File: src/rtl/pipe_ctrl_pkg.sv
// Shared types, constants and helpers for the pipeline hazard/forwarding controller.
// Scoreboard address fields are SB_AW wide, so REG_AW may be at most SB_AW.
package pipe_ctrl_pkg;

  localparam int SB_AW       = 8;
  localparam int FWD_REGFILE = 0;
  localparam int FLUSH_IFID  = 0;

  typedef struct packed {
    logic             valid;
    logic [SB_AW-1:0] dest;
    logic             wr_en;
    logic             is_load;
    logic [SB_AW-1:0] rs;
    logic [SB_AW-1:0] rt;
    logic             use_rs;
    logic             use_rt;
  } sb_entry_t;

  function automatic int fwd_width(input int stages);
    return $clog2(stages + 1);
  endfunction

endpackage

File: src/rtl/pipe_sb_match.sv
// Compares one scoreboard entry against one source register address.
// o_match ignores register 0; o_isLoad marks a match whose producer is a load.
module pipe_sb_match
  import pipe_ctrl_pkg::*;
(
  input  logic             i_valid,
  input  logic             i_wrEn,
  input  logic             i_isLoad,
  input  logic [SB_AW-1:0] i_dest,
  input  logic [SB_AW-1:0] i_src,
  input  logic             i_use,
  output logic             o_match,
  output logic             o_isLoad
);

  assign o_match  = i_use && i_valid && i_wrEn && (i_dest == i_src) && (i_dest != '0);
  assign o_isLoad = o_match && i_isLoad;

endmodule

File: src/rtl/pipe_hazard_ctrl.sv
// Parametrised hazard/forwarding controller: scoreboard of post-ID stages driving
// forwarding selects, load-use stall, freeze and IF2ID flush. Optional counters: HAZ_STATS_EN.
module pipe_hazard_ctrl
  import pipe_ctrl_pkg::*;
#(
  parameter  int REG_AW   = 5,
  parameter  int STAGES   = 3,
  parameter  int LOAD_LAT = 1,
  localparam int FW       = fwd_width(STAGES)
) (
  input  logic              clk,
  input  logic              rst,
  input  logic              id_valid,
  input  logic [REG_AW-1:0] id_rs,
  input  logic [REG_AW-1:0] id_rt,
  input  logic              id_use_rs,
  input  logic              id_use_rt,
  input  logic [REG_AW-1:0] id_dest,
  input  logic              id_wr_en,
  input  logic              id_is_load,
  input  logic              id_branch_taken,
  input  logic              id_jump,
  input  logic              ext_freeze,
  output logic [FW-1:0]     fwd_a,
  output logic [FW-1:0]     fwd_b,
  output logic              stall,
  output logic              freeze,
  output logic [1:0]        flush
`ifdef HAZ_STATS_EN
  ,
  output logic [31:0]       stall_cnt,
  output logic [31:0]       flush_cnt
`endif
);

  sb_entry_t         r_sb [1:STAGES];
  sb_entry_t         w_idEntry;
  logic [STAGES:2]   w_hitA, w_hitB, w_ldA, w_ldB;
  logic [LOAD_LAT:1] w_hazRs, w_hazRt, w_ldHazRs, w_ldHazRt;
  logic [FW-1:0]     w_selA, w_selB;
  logic              w_loadUse;
  logic              w_unused;

  always_comb begin
    w_idEntry         = '0;
    w_idEntry.valid   = id_valid;
    w_idEntry.dest    = SB_AW'(id_dest);
    w_idEntry.wr_en   = id_wr_en;
    w_idEntry.is_load = id_is_load;
    w_idEntry.rs      = SB_AW'(id_rs);
    w_idEntry.rt      = SB_AW'(id_rt);
    w_idEntry.use_rs  = id_use_rs;
    w_idEntry.use_rt  = id_use_rt;
  end

  // Forwarding compares the instruction now in EXE (entry 1) against older producers.
  for (genvar k = 2; k <= STAGES; k++) begin : g_fwd
    pipe_sb_match u_matchA (
      .i_valid (r_sb[k].valid),   .i_wrEn (r_sb[k].wr_en),  .i_isLoad (r_sb[k].is_load),
      .i_dest  (r_sb[k].dest),    .i_src  (r_sb[1].rs),     .i_use    (r_sb[1].use_rs),
      .o_match (w_hitA[k]),       .o_isLoad (w_ldA[k])
    );
    pipe_sb_match u_matchB (
      .i_valid (r_sb[k].valid),   .i_wrEn (r_sb[k].wr_en),  .i_isLoad (r_sb[k].is_load),
      .i_dest  (r_sb[k].dest),    .i_src  (r_sb[1].rt),     .i_use    (r_sb[1].use_rt),
      .o_match (w_hitB[k]),       .o_isLoad (w_ldB[k])
    );
  end

  // Load-use detection looks at the ID sources against loads whose data is not yet forwardable.
  for (genvar k = 1; k <= LOAD_LAT; k++) begin : g_haz
    pipe_sb_match u_hazRs (
      .i_valid (r_sb[k].valid),   .i_wrEn (r_sb[k].wr_en),  .i_isLoad (r_sb[k].is_load),
      .i_dest  (r_sb[k].dest),    .i_src  (w_idEntry.rs),   .i_use    (id_use_rs),
      .o_match (w_hazRs[k]),      .o_isLoad (w_ldHazRs[k])
    );
    pipe_sb_match u_hazRt (
      .i_valid (r_sb[k].valid),   .i_wrEn (r_sb[k].wr_en),  .i_isLoad (r_sb[k].is_load),
      .i_dest  (r_sb[k].dest),    .i_src  (w_idEntry.rt),   .i_use    (id_use_rt),
      .o_match (w_hazRt[k]),      .o_isLoad (w_ldHazRt[k])
    );
  end

  assign w_unused = ^{w_ldA, w_ldB, w_hazRs, w_hazRt};

  // Scan oldest to youngest so the youngest producer overrides.
  always_comb begin
    w_selA = FW'(FWD_REGFILE);
    w_selB = FW'(FWD_REGFILE);
    for (int k = STAGES; k >= 2; k--) begin
      if (w_hitA[k]) w_selA = FW'(k);
      if (w_hitB[k]) w_selB = FW'(k);
    end
  end

  assign w_loadUse = id_valid && ((|w_ldHazRs) || (|w_ldHazRt));

  assign fwd_a  = rst ? '0 : w_selA;
  assign fwd_b  = rst ? '0 : w_selB;
  assign stall  = !rst && w_loadUse;
  assign freeze = !rst && (w_loadUse || ext_freeze);

  always_comb begin
    flush             = '0;
    flush[FLUSH_IFID] = !rst && (id_branch_taken || id_jump) && !w_loadUse && !ext_freeze;
  end

  always_ff @(posedge clk) begin
    if (rst) begin
      for (int k = 1; k <= STAGES; k++) r_sb[k] <= '0;
    end else if (!ext_freeze) begin
      r_sb[1] <= w_loadUse ? '0 : w_idEntry;
      for (int k = 2; k <= STAGES; k++) r_sb[k] <= r_sb[k-1];
    end
  end

`ifdef HAZ_STATS_EN
  logic [31:0] r_stallCnt, r_flushCnt;

  always_ff @(posedge clk) begin
    if (rst) begin
      r_stallCnt <= '0;
      r_flushCnt <= '0;
    end else begin
      if (w_loadUse && !ext_freeze && (r_stallCnt != '1)) r_stallCnt <= r_stallCnt + 32'd1;
      if (flush[FLUSH_IFID] && (r_flushCnt != '1)) r_flushCnt <= r_flushCnt + 32'd1;
    end
  end

  assign stall_cnt = r_stallCnt;
  assign flush_cnt = r_flushCnt;
`endif

endmodule

File: config.mk
export PLATFORM = sky130hd
export DESIGN_NAME = pipe_hazard_ctrl
export DESIGN_NICKNAME = d
export VERILOG_FILES = /design/src/rtl/pipe_ctrl_pkg.sv /design/src/rtl/pipe_sb_match.sv /design/src/rtl/pipe_hazard_ctrl.sv
export SDC_FILE = /design/constraint.sdc
export NUM_CORES = 1
export LEC_CHECK = 0
export ABC_AREA = 1
export ABC_CLOCK_PERIOD_IN_PS = 1800
export BUFFER_PORTS_ARGS = -buffer_cell sky130_fd_sc_hd__buf_4
export CAP_MARGIN = 20
export CELL_PAD_IN_SITES_DETAIL_PLACEMENT = 1
export CELL_PAD_IN_SITES_GLOBAL_PLACEMENT = 1
export CORE_UTILIZATION = 41
export DETAILED_ROUTE_END_ITERATION = 12
export GPL_TIMING_DRIVEN = 0
export PLACE_DENSITY = 0.77
export SLEW_MARGIN = 20
export SYNTH_ARGS = -nofsm -noshare
export SYNTH_HDL_FRONTEND = slang
export SYNTH_SLANG_ARGS = --single-unit
File: constraint.sdc
create_clock -name clk -period 1.8 [get_ports clk]
set_input_delay 0.09 -clock clk [delete_from_list [all_inputs] [get_ports clk]]
set_output_delay 0.09 -clock clk [all_outputs]
set_load 0.02 [all_outputs]
== Word-level counts from Yosys, hierarchy flattened ==
Memory sizes are Yosys's and may differ from the RTL's.
Index checks and enable logic that the tools add are counted.
W data, S select, Z words.
Word-level totals
  input bits: 25
  output and inout bits: 8
  word-level logic and storage cells: 66
  memories: 1
  bits in registers: 0
  memory bits (writable): 87
Operators by class
  reductions and logical operators: 41
  bitwise logic cells: 3
  mux-type cells: 15
  equality and inequality tests: 6
Memories
  r_sb: words 3, bits a word 29, read ports 3, clocked after memory_dff 0, write ports 3, RTL line pipe_hazard_ctrl.sv:36  | sb_entry_t r_sb [1:STAGES];
Operator list (count)
  $mux W29: 4
  $eq A8 B8 Y1: 4
  $logic_and A1 B1 Y1: 32
  $reduce_bool A8 Y1: 3
  $eq A8 B5 Y1: 2
  $mux W2: 6
  $mux W1: 5
  $logic_not A1 Y1: 3
  $logic_or A1 B1 Y1: 3
  $or A1 B1 Y1: 3

== Longest topological paths before layout ==
Gate-level depths: netlist of run 1.
An unclocked memory read counts as a cell.
  depth in word-level cells: 11
  mapped depth: 10

== Hierarchy ==
Synthesis of run 1 repeated with hierarchy kept, for this count alone.
Unflattened totals
  cell total of the unflattened synthesis: 415
  area, all modules: 2837.7 µm²
Modules (own cells, without submodules)
  pipe_hazard_ctrl: area an instance 1651.6 µm², instances 1, cells an instance 133
  pipe_sb_match: area an instance 197.7 µm², instances 6, cells an instance 47

== Least setup slack after synthesis of run 1 ==
OpenSTA, ideal clock, no wires.
  path type: flip-flop to output port
  from: register r_sb[0][111] (netlist name)
  to: output fwd_a[0]
  data required time: 1.710 ns
  slack: 0.343 ns
  cell stages (with the launch flop): 6
  arrival time: 1.367 ns
  buffers on the path: 0
  path through: edfxtp_1 > xor2_1 > nor2_1 > nand2_1 > nor2_1 > nor3b_1
RTL lines
  end: declaration: RTL line pipe_hazard_ctrl.sv:24  | output logic [FW-1:0] fwd_a,

==> results.md, run 1 <==
- Status: finished, violations left
- Failing checks: negative setup slack
- Post-layout instance count excluding filler cells: around 330
- WHS: 95.1 ps
- Post-layout power: ~1.8 mW
- Flops & latches, synth: 34
- Crit-path max FO: 4
- Buf/Inv on CP: 3
- RSZ-0062 raised after global routing: yes
- Max-cap viol count: 0
- Die Wd: around 70 um
- Via count: about 1600
- Largest regs: r_sb: 34 flops
- Initial antenna violation count: 0
- Final Cycle Share: 101%
- M2 GR Usage: 35.8%
- IO buf count: 31
- Vias in the first global route: 1657
- Power Density: ~760 nW/um^2
- Syn Nets: 253
- Slowest cell on the critical path: edfxtp_1
- Critical path depth: 11
- Crit-path max cell delay: slightly below 500 ps
- Ys Warns: 0
- Seq/Total Area, Yosys: 53.9%
- Worst EP arrival: roughly 1700 ps
- Reg with most FFs: r_sb
- Most Used Layer, Global Route: met2
- Post-placement cell count: roughly 310
- R2R depth: 12
- Largest net degree at the start of global routing: 36
- VDD IR-drop max: between 0.0005 and 0.0006 V
- WL per Instance: about 14 um
- Gate Count Post-Synth: between 200 and 250
- I/O pin total: 33
- Hold depth: 3
- Total gr overflow: 0
- Area of the multi-input gates: 757 um^2
- Core region area: around 4400 um^2
- Mapped Area: 1890 um^2
- Global-route wire length before repair: 7230 um
- Nets: around 300
- Max Freq: 552 MHz
- Routing usage on met3: under 10%
- Most common cell after layout, fill and taps aside: nor2_1
- Total Wirelength: roughly 4400 um
- DRC: 0
- Initial Util: 43.2%
- Post-DP HPWL: between 3000 and 4000 um
- Startpoint types: register
- Synth Area per Inst: between 8 and 9 um^2
- Max reg flops: 34
- Worst-skew pair later-pin latency: 290 ps
- Setup CP Type: reg2out
- Cell mode on critical path: nand2_2
- Storage element area: roughly 1000 um^2
- Unique masters post-synth: 22
- Post-place setup slack: around 220 ps
- Setup slack after layout: -10.8 ps
- Worst Hold Class: in2reg
- Worst Skew: 7.21 ps
- P&R area growth vs syn: 28.6%
- Setup violations, final: 1
- Drt first pass iters: 4
- Die Area: around 4900 um^2
- Worst-path clk slew: about 70 ps
- # fillers: approximately 520
- Static leakage power: 1.15 nW
- Inserted Diodes: 0
- Cts bufs inserted: 5
- Routability cong.: approximately 0.8
- CTS HTree Levels: 2
- Clock root cell: clkbuf_8
- Final hold vios: 0
- CTS sink cnt: 34
- CP top delay family: simple AND/OR/NAND/NOR gates
- CP cell instances: inv_2 -> nand2_2 -> nand2_2 -> nor2_2 -> nand3_2 -> nand2_2 -> nand2_2 -> nand2_2 -> buf_6 -> nor2_4 -> buf_6
- DR iter-0 viols: 30
- Row cnt: 24
- Core Util, Final: 55.5%
- Fin. max-slew vios: 0
- Slew HR: between 40% and 50%
- Clk buf depth: 2
- Most frequent cells in the layout: nor2_1, nand2_1, inv_1, edfxtp_1, buf_4
- Hold Buf Count CTS: 0
- Tot GR Track Use: between 10% and 20%
- Die Ht: 70.0 um
- CTS tree: done
- Crit. End Element: output port
- Global-route met1 utilization: between 20 and 25%
- Layout cells sized above 1: between 20% and 30%
- Req. time, crit path: 1710 ps
- Tmin final: roughly 1800 ps
- Vias per Instance: between 4 and 5
- ANT nets after route: 0
- Worst slew pin tran: just over 800 ps
power by group:
group	switching [mW]	internal (mW)	total [mW]	leakage, nW
clock	0.294	0.265	0.558	0.0416
combinational	0.162	0.130	0.292	0.735
sequential	0.0535	0.936	0.990	0.371
total	0.509	1.33	1.84	1.15
repair_timing:
item | in CTS | in global routing
resized for setup | 4 | 28
buffers inserted | 5 | 2
pin swaps | 2 | 7
setup endpoints to repair | 1 | 14
per-layer routing:
metal | up-vias | routed length [um] | part of all wire [%]
li1 | 792 | - | -
met1 | 753 | 1810 | 41
met2 | 44 | 2340 | 53
met3 | 13 | 176 | 4.0
met4 | 0 | 114 | 2.6
met5 | - | 0 | 0
cells in the mapped netlist:
library cell / number / area (um^2)
nor2_1: 56 / 210
nand2_1: 46 / 173
inv_1: 42 / 158
edfxtp_1: 34 / 1020
nand3_1: 12 / 60.1
xor2_1: 9 / 78.8
xnor2_1: 5 / 43.8
nor3_1: 4 / 20.0
a21oi_1: 2 / 10.0
buf_6: 2 / 22.5
nand2_2: 2 / 12.5
nand4_1: 2 / 12.5
nor3b_1: 2 / 15.0
o22ai_1: 2 / 12.5
a31oi_1: 1 / 6.26
buf_4: 1 / 7.51
clkbuf_1: 1 / 3.75
conb_1: 1 / 3.75
inv_2: 1 / 3.75
nand3b_1: 1 / 7.51
nor2_2: 1 / 6.26
o21ai_0: 1 / 5.00
final cells by class:
class | count | share of cell area, %
sequential | 34 | 41.9
multi-input combinational | 147 | 31.1
timing repair buffer | 38 | 12.6
inverter | 43 | 6.63
clock buffer | 5 | 2.83
tap | 52 | 2.67
buffer | 4 | 1.54
clock inverter | 3 | 0.668
per-stage QoR:
step | area [um^2] | setup TNS [ps]
finish | 2430 | -10.8
global route | 2430 | -584
CTS | 2330 | 0
detailed placement | 2190 | 0
global placement | 2190 | -46.8
floorplan | 1890 | 0
cells by family (layout without fill, tap and decap cells):
kind of cell    after synthesis  count (layout)  synth area share [%]
other cells                   1               1                 0.198
flops                        34              34                  53.9
simple gates                126             126                  27.3
xor+xnor                     14              14                  6.48
compound gates                6               6                  1.78
buf+inv                      47              93                  10.3
path summary, 6_finish.rpt:
kind               start      endpoint  slack, ps
max reg2reg  r_sb[0][52]   r_sb[0][33]         30
min reg2reg  r_sb[0][86]  r_sb[0][115]        610
max          r_sb[0][52]      flush[0]        -10
min             id_wr_en   r_sb[0][48]        100
worst min-delay path: stages:
cell and delay (ps):
buf_4 70, inv_1 30, nor2_1 80
No activity file was read; power rests on OpenSTA's default activity.
==> inputs of run 2 (changes only) <==
--- a/config.mk
+++ b/config.mk
@@ -5,16 +5,15 @@
 export SDC_FILE = /design/constraint.sdc
 export NUM_CORES = 1
 export LEC_CHECK = 0
-export ABC_AREA = 1
 export ABC_CLOCK_PERIOD_IN_PS = 1800
 export BUFFER_PORTS_ARGS = -buffer_cell sky130_fd_sc_hd__buf_4
 export CAP_MARGIN = 20
 export CELL_PAD_IN_SITES_DETAIL_PLACEMENT = 1
 export CELL_PAD_IN_SITES_GLOBAL_PLACEMENT = 1
-export CORE_UTILIZATION = 41
+export CORE_UTILIZATION = 43
 export DETAILED_ROUTE_END_ITERATION = 12
 export GPL_TIMING_DRIVEN = 0
-export PLACE_DENSITY = 0.77
+export PLACE_DENSITY = 0.76
 export SLEW_MARGIN = 20
 export SYNTH_ARGS = -nofsm -noshare
 export SYNTH_HDL_FRONTEND = slang
==> results.md, run 2 <==
- # fillers: 435 (-17%)
- CTS sink cnt: 34 (unchanged)
- Gate Count Post-Synth: 162 (-29%)
- Initial Util: 45.1% (+1.9 points)
- Crit-path max FO: 2 (-2)
- CP top delay family: simple AND/OR/NAND/NOR gates
- Worst EP arrival: 1930 ps (+210 ps)
- Unique masters post-synth: 29 (+32%)
- Storage element area: 1020 um^2 (unchanged)
- Syn Nets: 187 (-26%)
- Setup TNS: -736 ps (-726 ps)
- Max Freq: 495 MHz (-10%)
- Mapped Area: 1820 um^2 (-4.1%)
- Reg with most FFs: r_sb
- DR iter-0 viols: 49 (+63%)
- Top post-synthesis cells by area: edfxtp_1, xnor2_1, xor2_1
- CP cell instances: or4_4 -> o211ai_2 -> nand4b_1 -> nor3b_2 -> buf_4
- Total gr overflow: 0 (unchanged)
- Startpoint types: register
- Drt first pass iters: 4 (unchanged)
- Tot GR Track Use: 22.3% (+3.0 points)
- Req. time, crit path: 1710 ps (about the same)
- Die Ht: 67.0 um (-4.3%)
- Vias per Instance: 5.28 (+7.5%)
- Clock root cell: clkbuf_8
- Most frequent cells after synthesis: edfxtp_1, a21oi_1, nand2_1, xnor2_1
- Post-layout instance count excluding filler cells: 264 (-19%)
- Synth Area per Inst: 11.2 um^2 (+35%)
- CTS tree: done
- Post-DP HPWL: 3150 um (-2.1%)
- RSZ-0062 raised after global routing: yes
- Post-layout power: 1.85 mW (+0.45%)
- Global-route wire length before repair: 6950 um (-3.9%)
- Ys Warns: 0 (unchanged)
- Inserted Diodes: 0 (unchanged)
- Critical path startpoint: r_sb[0][79]
- Most common cell after layout, fill and taps aside: buf_4
- Crit-path max cell delay: 560 ps (+70 ps)
- Worst-path clk slew: 70 ps (about the same)
- Buf/Inv on CP: 1 (-2)
- Routability cong.: 0.833 (+1.1%)
- Tmin final: 2020 ps (+208 ps)
- Largest net degree at the start of global routing: 27 (-25%)
- Crit. End Element: output port
- Total Wirelength: 4480 um (+0.86%)
- Row cnt: 23 (-4.2%)
- VDD IR-drop max: 0.000540 V (-1.4%)
- Largest regs: r_sb: 34 flops
- Worst Hold Class: in2reg
- Worst reg2reg path startpoint: r_sb[0][51]
- Via count: 1395 (-13%)
- Asr flop ratio synth: 0% (unchanged)
- Layout cells sized above 1: 33.2% (+5.8 points)
- Worst Skew: 6.26 ps (-0.948 ps)
- Yosys top cell by area: edfxtp_1
- Vias in the first global route: 1489 (-10%)
- Max-cap viol count: 0 (unchanged)
- Post-synth top area share: 56.2% (+2.3 points)
- Area of the multi-input gates: 827 um^2 (+9.3%)
- Die Area: 4490 um^2 (-8.3%)
- DRC: 0 (unchanged)
- Hold wc startpoint: id_dest[0]
- Post-synth EDFFs: 34 (unchanged)
- Max reg flops: 34 (unchanged)
- I/O pin total: 33 (unchanged)
- Power Density: 769 nW/um^2 (+1.7%)
- Setup CP Type: reg2out
- Slowest cell on the critical path: or4_4
- Nets: 238 (-20%)
- Post-synth top flop: edfxtp_1
- Setup violations, final: 6 (+5)
- Count leader, synth: edfxtp_1
- Worst-skew pair later-pin latency: 290 ps (about the same)
- Final Cycle Share: 112% (+12 points)
- ANT nets after route: 0 (unchanged)
- Cts bufs inserted: 5 (unchanged)
- CTS HTree Levels: 2 (unchanged)
- P&R area growth vs syn: 32.5%
- Post-placement cell count: 244 (-22%)
- Setup slack after layout: -219 ps (-208 ps)
- Die Wd: 67.0 um (-4.3%)
- Static leakage power: 0.974 nW (-15%)
- Failing checks: negative setup slack
- Core region area: 4030 um^2 (-8.1%)
- Final instance area: 2400 um^2 (-1.2%)
- Initial antenna violation count: 0 (unchanged)
- Fin. max-slew vios: 0 (unchanged)
- WL per Instance: 17.0 um (+25%)
- Cell area after placement: 2140 um^2 (-2.4%)
- Flops & latches, synth: 34 (unchanged)
- Seq/Total Area, Yosys: 56.2% (+2.3 points)
- Status: finished, violations left
- Clk buf depth: 2 (unchanged)
- IO buf count: 31 (unchanged)
- Final hold vios: 0 (unchanged)
- Most frequent cells in the layout: buf_4, edfxtp_1, nand2_1, a21oi_1, xnor2_1
- Hold Buf Count CTS: 0 (unchanged)
==> run 2: worst paths after layout <==
kind                                     end  slack [ps]  depth (start not counted)
worst min register to register  r_sb[0][115]         590                          1
worst max-delay path                fwd_a[0]        -220                          5
worst min-delay path             r_sb[0][49]         120                          3
worst max register to register   r_sb[0][30]          50                          6
==> run 2: repair_timing <==
item	4_1_cts	5_1_grt
endpoints found under the setup margin	7	26
pin swaps	12	11
resized for setup	13	6
buffers inserted	8	5
==> run 2: metal layers <==
layer	wire (um)	vias to the layer above	track usage (%)
met5	0	-	0
li1	-	684	-
met1	1780	657	23.1
met4	159	0	14.4
met3	174	13	5.48
met2	2370	41	39.8
==> run 2: layout make-up <==
type                       count  share of cell area, %
buffer                         7                   1.98
clock buffer                   5                   2.86
clock inverter                 3                  0.676
multi-input combinational    120                   34.4
sequential                    34                   42.5
tap                           50                   2.60
timing repair buffer          45                   15.0
==> run 2: cell families (layout without fill, tap and decap cells) <==
kind of cell / Yosys count / after routing / share of synthesized area, %
buffers and inverters: 8 / 60 / 2.00
xor gates and xnor gates: 30 / 30 / 14.5
DFF: 34 / 34 / 56.2
other: 1 / 1 / 0.207
and+or+nand+nor: 60 / 60 / 17.9
AOI/OAI and AO/OA: 29 / 29 / 9.17
==> run 2: worst reg2reg max path, stage by stage (launching register included) <==
cell and delay (ps):
edfxtp_1 490, xnor2_2 190, nand4_1 210, o22ai_2 260, buf_6 130, buf_6 130
a21oi_1 90
==> run 2: metrics by stage <==
| step | worst slack [ps] | hold slack, ps | utilization, % |
|---|---|---|---|
| final | -219 | 125 | 59.7 |
| after global routing | -275 | 137 | 59.7 |
| after CTS | -222 | 123 | 58.1 |
| after detailed placement | 14.2 | 424 | 53.1 |
| after global placement | -196 | 411 | 52.4 |
| after floorplan | 102 | 231 | - |
==> run 2: report_power, final <==
part / total [mW] / leakage (nW) / internal [mW] / switching, mW
logic: 0.303 / 0.562 / 0.158 / 0.144
clock network: 0.554 / 0.0416 / 0.265 / 0.290
registers: 0.992 / 0.370 / 0.937 / 0.0548
total: 1.85 / 0.974 / 1.36 / 0.489
==> inputs of run 3 (changes only) <==
--- a/config.mk
+++ b/config.mk
@@ -5,7 +5,7 @@
 export SDC_FILE = /design/constraint.sdc
 export NUM_CORES = 1
 export LEC_CHECK = 0
-export ABC_CLOCK_PERIOD_IN_PS = 1800
+export ABC_CLOCK_PERIOD_IN_PS = 2200
 export BUFFER_PORTS_ARGS = -buffer_cell sky130_fd_sc_hd__buf_4
 export CAP_MARGIN = 20
 export CELL_PAD_IN_SITES_DETAIL_PLACEMENT = 1
==> constraint.sdc (replaced) <==
create_clock -name clk -period 2.2 [get_ports clk]
set_input_delay 0.11 -clock clk [delete_from_list [all_inputs] [get_ports clk]]
set_output_delay 0.11 -clock clk [all_outputs]
set_load 0.02 [all_outputs]
==> results.md, run 3 (synthesis gave the netlist of run 2 again) <==
- Status: finished clean
- P&R area growth vs syn: 23.2%
- Worst Skew: 4.14 ps (-2.13 ps)
- Hold Path End: r_sb[0][53]
- DRC: 0 (unchanged)
- Hold Buf Count CTS: 0 (unchanged)
- Most common cell after layout, fill and taps aside: edfxtp_1
- Hold depth: 3 (unchanged)
- RR Endpoint: r_sb[0][30]
- Req. time, crit path: 2090 ps (+380 ps)
- Row cnt: 23 (unchanged)
- Tot GR Track Use: 21.1% (-1.2 points)
- WHS: 151 ps (+25.9 ps)
- Post-placement cell count: 244 (unchanged)
- Crit. End Element: output port
- Tmin final: between 2000 and 2500 ps
- Max-cap viol count: 0 (unchanged)
- Power Density: 656 nW/um^2 (-15%)
- Total gr overflow: 0 (unchanged)
- Max reg flops: 34 (unchanged)
- Layout cells sized above 1: 23.6% (-9.5 points)
- Global-route wire length before repair: 6590 um (-5.2%)
- Setup CP Type: reg2out
- Setup TNS: 0 ps (+736 ps)
- Post-DP HPWL: 3150 um (unchanged)
- Clock power frac: 30.7% (+0.7 points)
- Max Freq: slightly below 500 MHz
- Most frequent cells in the layout: edfxtp_1, buf_4, nand2_1, a21oi_1, xnor2_1
- Total Wirelength: 4070 um (-9.2%)
- Largest net degree at the start of global routing: 27 (unchanged)
- Vias per Instance: 5.26 (-0.36%)
- Sw Pwr: 380 uW (-22%)
- Static leakage power: 0.888 nW (-8.8%)
- Comb power frac: 13.8% (-2.6 points)
- Die Area: 4490 um^2 (unchanged)
- Post-layout power: 1.47 mW (-21%)
- Initial Util: 45.1% (unchanged)
- Inserted Diodes: 0 (unchanged)
- Largest regs: r_sb: 34 flops
- Worst EP arrival: 1970 ps (+40 ps)
- Flop-to-flop setup slack: 410 ps (+360 ps)
- Startpoint types: register
- Initial antenna violation count: 0 (unchanged)
- RSZ-0062 raised after global routing: no
- Post-layout instance count excluding filler cells: 253 (-4.2%)
- Clock root cell: clkbuf_8
- R2R depth: 5 (-1)
- IO buf count: 31 (unchanged)
- Core Util, Final: 55.5% (-4.2 points)
- Worst Hold Class: in2reg
- Fin. max-slew vios: 0 (unchanged)
- DR iter-0 viols: 40 (-18%)
- Die Ht: 67.0 um (unchanged)
- Worst-path clk slew: 70 ps (about the same)
- Share of power burned in registers: 55.4% (+1.7 points)
- VDD IR-drop max: 0.000451 V (-16%)
- Core region area: 4030 um^2 (unchanged)
- Vias in the first global route: 1422 (-4.5%)
- CTS HTree Levels: 2 (unchanged)
- ANT nets after route: 0 (unchanged)
- Most Used Layer, Global Route: met2
- Routing usage on met3: 5.31% (-0.17 points)
- Reg with most FFs: r_sb
- Die Wd: 67.0 um (unchanged)
- Routability cong.: 0.833 (unchanged)
- Drt first pass iters: 4 (unchanged)
- CTS sink cnt: 34 (unchanged)
- CTS tree: done
- Worst reg2reg path startpoint: r_sb[0][50]
- Crit-path max FO: 4 (+2)
- Cts bufs inserted: 5 (unchanged)
- Clk buf depth: 2 (unchanged)
- Int Power: 1.09 mW (-20%)
- WL per Instance: 16.1 um (-5.2%)
- Worst-skew pair later-pin latency: 290 ps (about the same)
- I/O pin total: 33 (unchanged)
- Setup violations, final: 0 (-6)
- M2 GR Usage: 38.6% (-1.1 points)
- Global-route met1 utilization: 21.8% (-1.2 points)
- Hold wc startpoint: id_dest[4]
- Final hold vios: 0 (unchanged)
- Final Cycle Share: 94.4%
- Nets: 227 (-4.6%)
- Via count: 1332 (-4.5%)
- Net switching fraction of the power: 25.9% (-0.54 points)
==> run 3: cell count changes in the layout (fill, tap and decap cells not counted), sizes merged <==
cell    previous run  this run
clkbuf            10        11
buf               47        35
==> run 3: per-stage QoR <==
step	setup slack [ps]	instance area, um^2
after floorplan	482	1820
after global placement	164	2110
after detailed placement	394	2140
after CTS	71.8	2230
after global routing	9.00	2240
final	123	2240
==> run 3: layer usage <==
metal | up-vias | share of wire, % | wire length (um)
met5 | - | 0 | 0
met4 | 0 | 2.8 | 112
met2 | 35 | 54 | 2190
li1 | 658 | - | -
met3 | 11 | 3.9 | 159
met1 | 628 | 39 | 1600
==> run 3: cell type report <==
type / instances / area (um^2)
well taps: 50 / 62.6
multi-input cells: 120 / 761
flip-flops and latches: 34 / 1020
repair buffers: 33 / 268
clock buffers: 5 / 68.8
plain buffers: 8 / 38.8
clock inverters: 3 / 16.3
fillers: 459 / 1790
==> run 3: worst max-delay path by stage <==
stage	startpoint	to	slack, ps	cells after the start
final	r_sb[0][80]	fwd_a[0]	120	5
after global routing	r_sb[0][49]	flush[0]	9	6
after CTS	r_sb[0][79]	fwd_a[0]	70	5
after detailed placement	r_sb[0][79]	fwd_a[0]	390	5
after global placement	rst	freeze	160	4
after floorplan	r_sb[0][79]	fwd_a[0]	480	4
==> run 3: power groups by stage <==
stage / clock network, mW / logic (mW) / registers (mW)
floorplan: 0 / 0.121 / 0.816
global placement: 0 / 0.185 / 0.829
detailed placement: 0 / 0.200 / 0.830
CTS: 0.458 / 0.202 / 0.815
global route: 0.481 / 0.223 / 0.819
finish: 0.451 / 0.203 / 0.813
==> run 3: timing repair <==
| action | in CTS | in global routing |
|---|---|---|
| buffers inserted | 0 | 1 |
| setup endpoints to repair | 0 | 2 |
| resized for setup | 0 | 1 |
==> run 3: worst max-delay path: stages, from the launching register on <==
cell      delay [ps]
edfxtp_1         450
or4_4            550
o211ai_2         190
nand4b_1         160
nor3b_2          170
buf_4            160
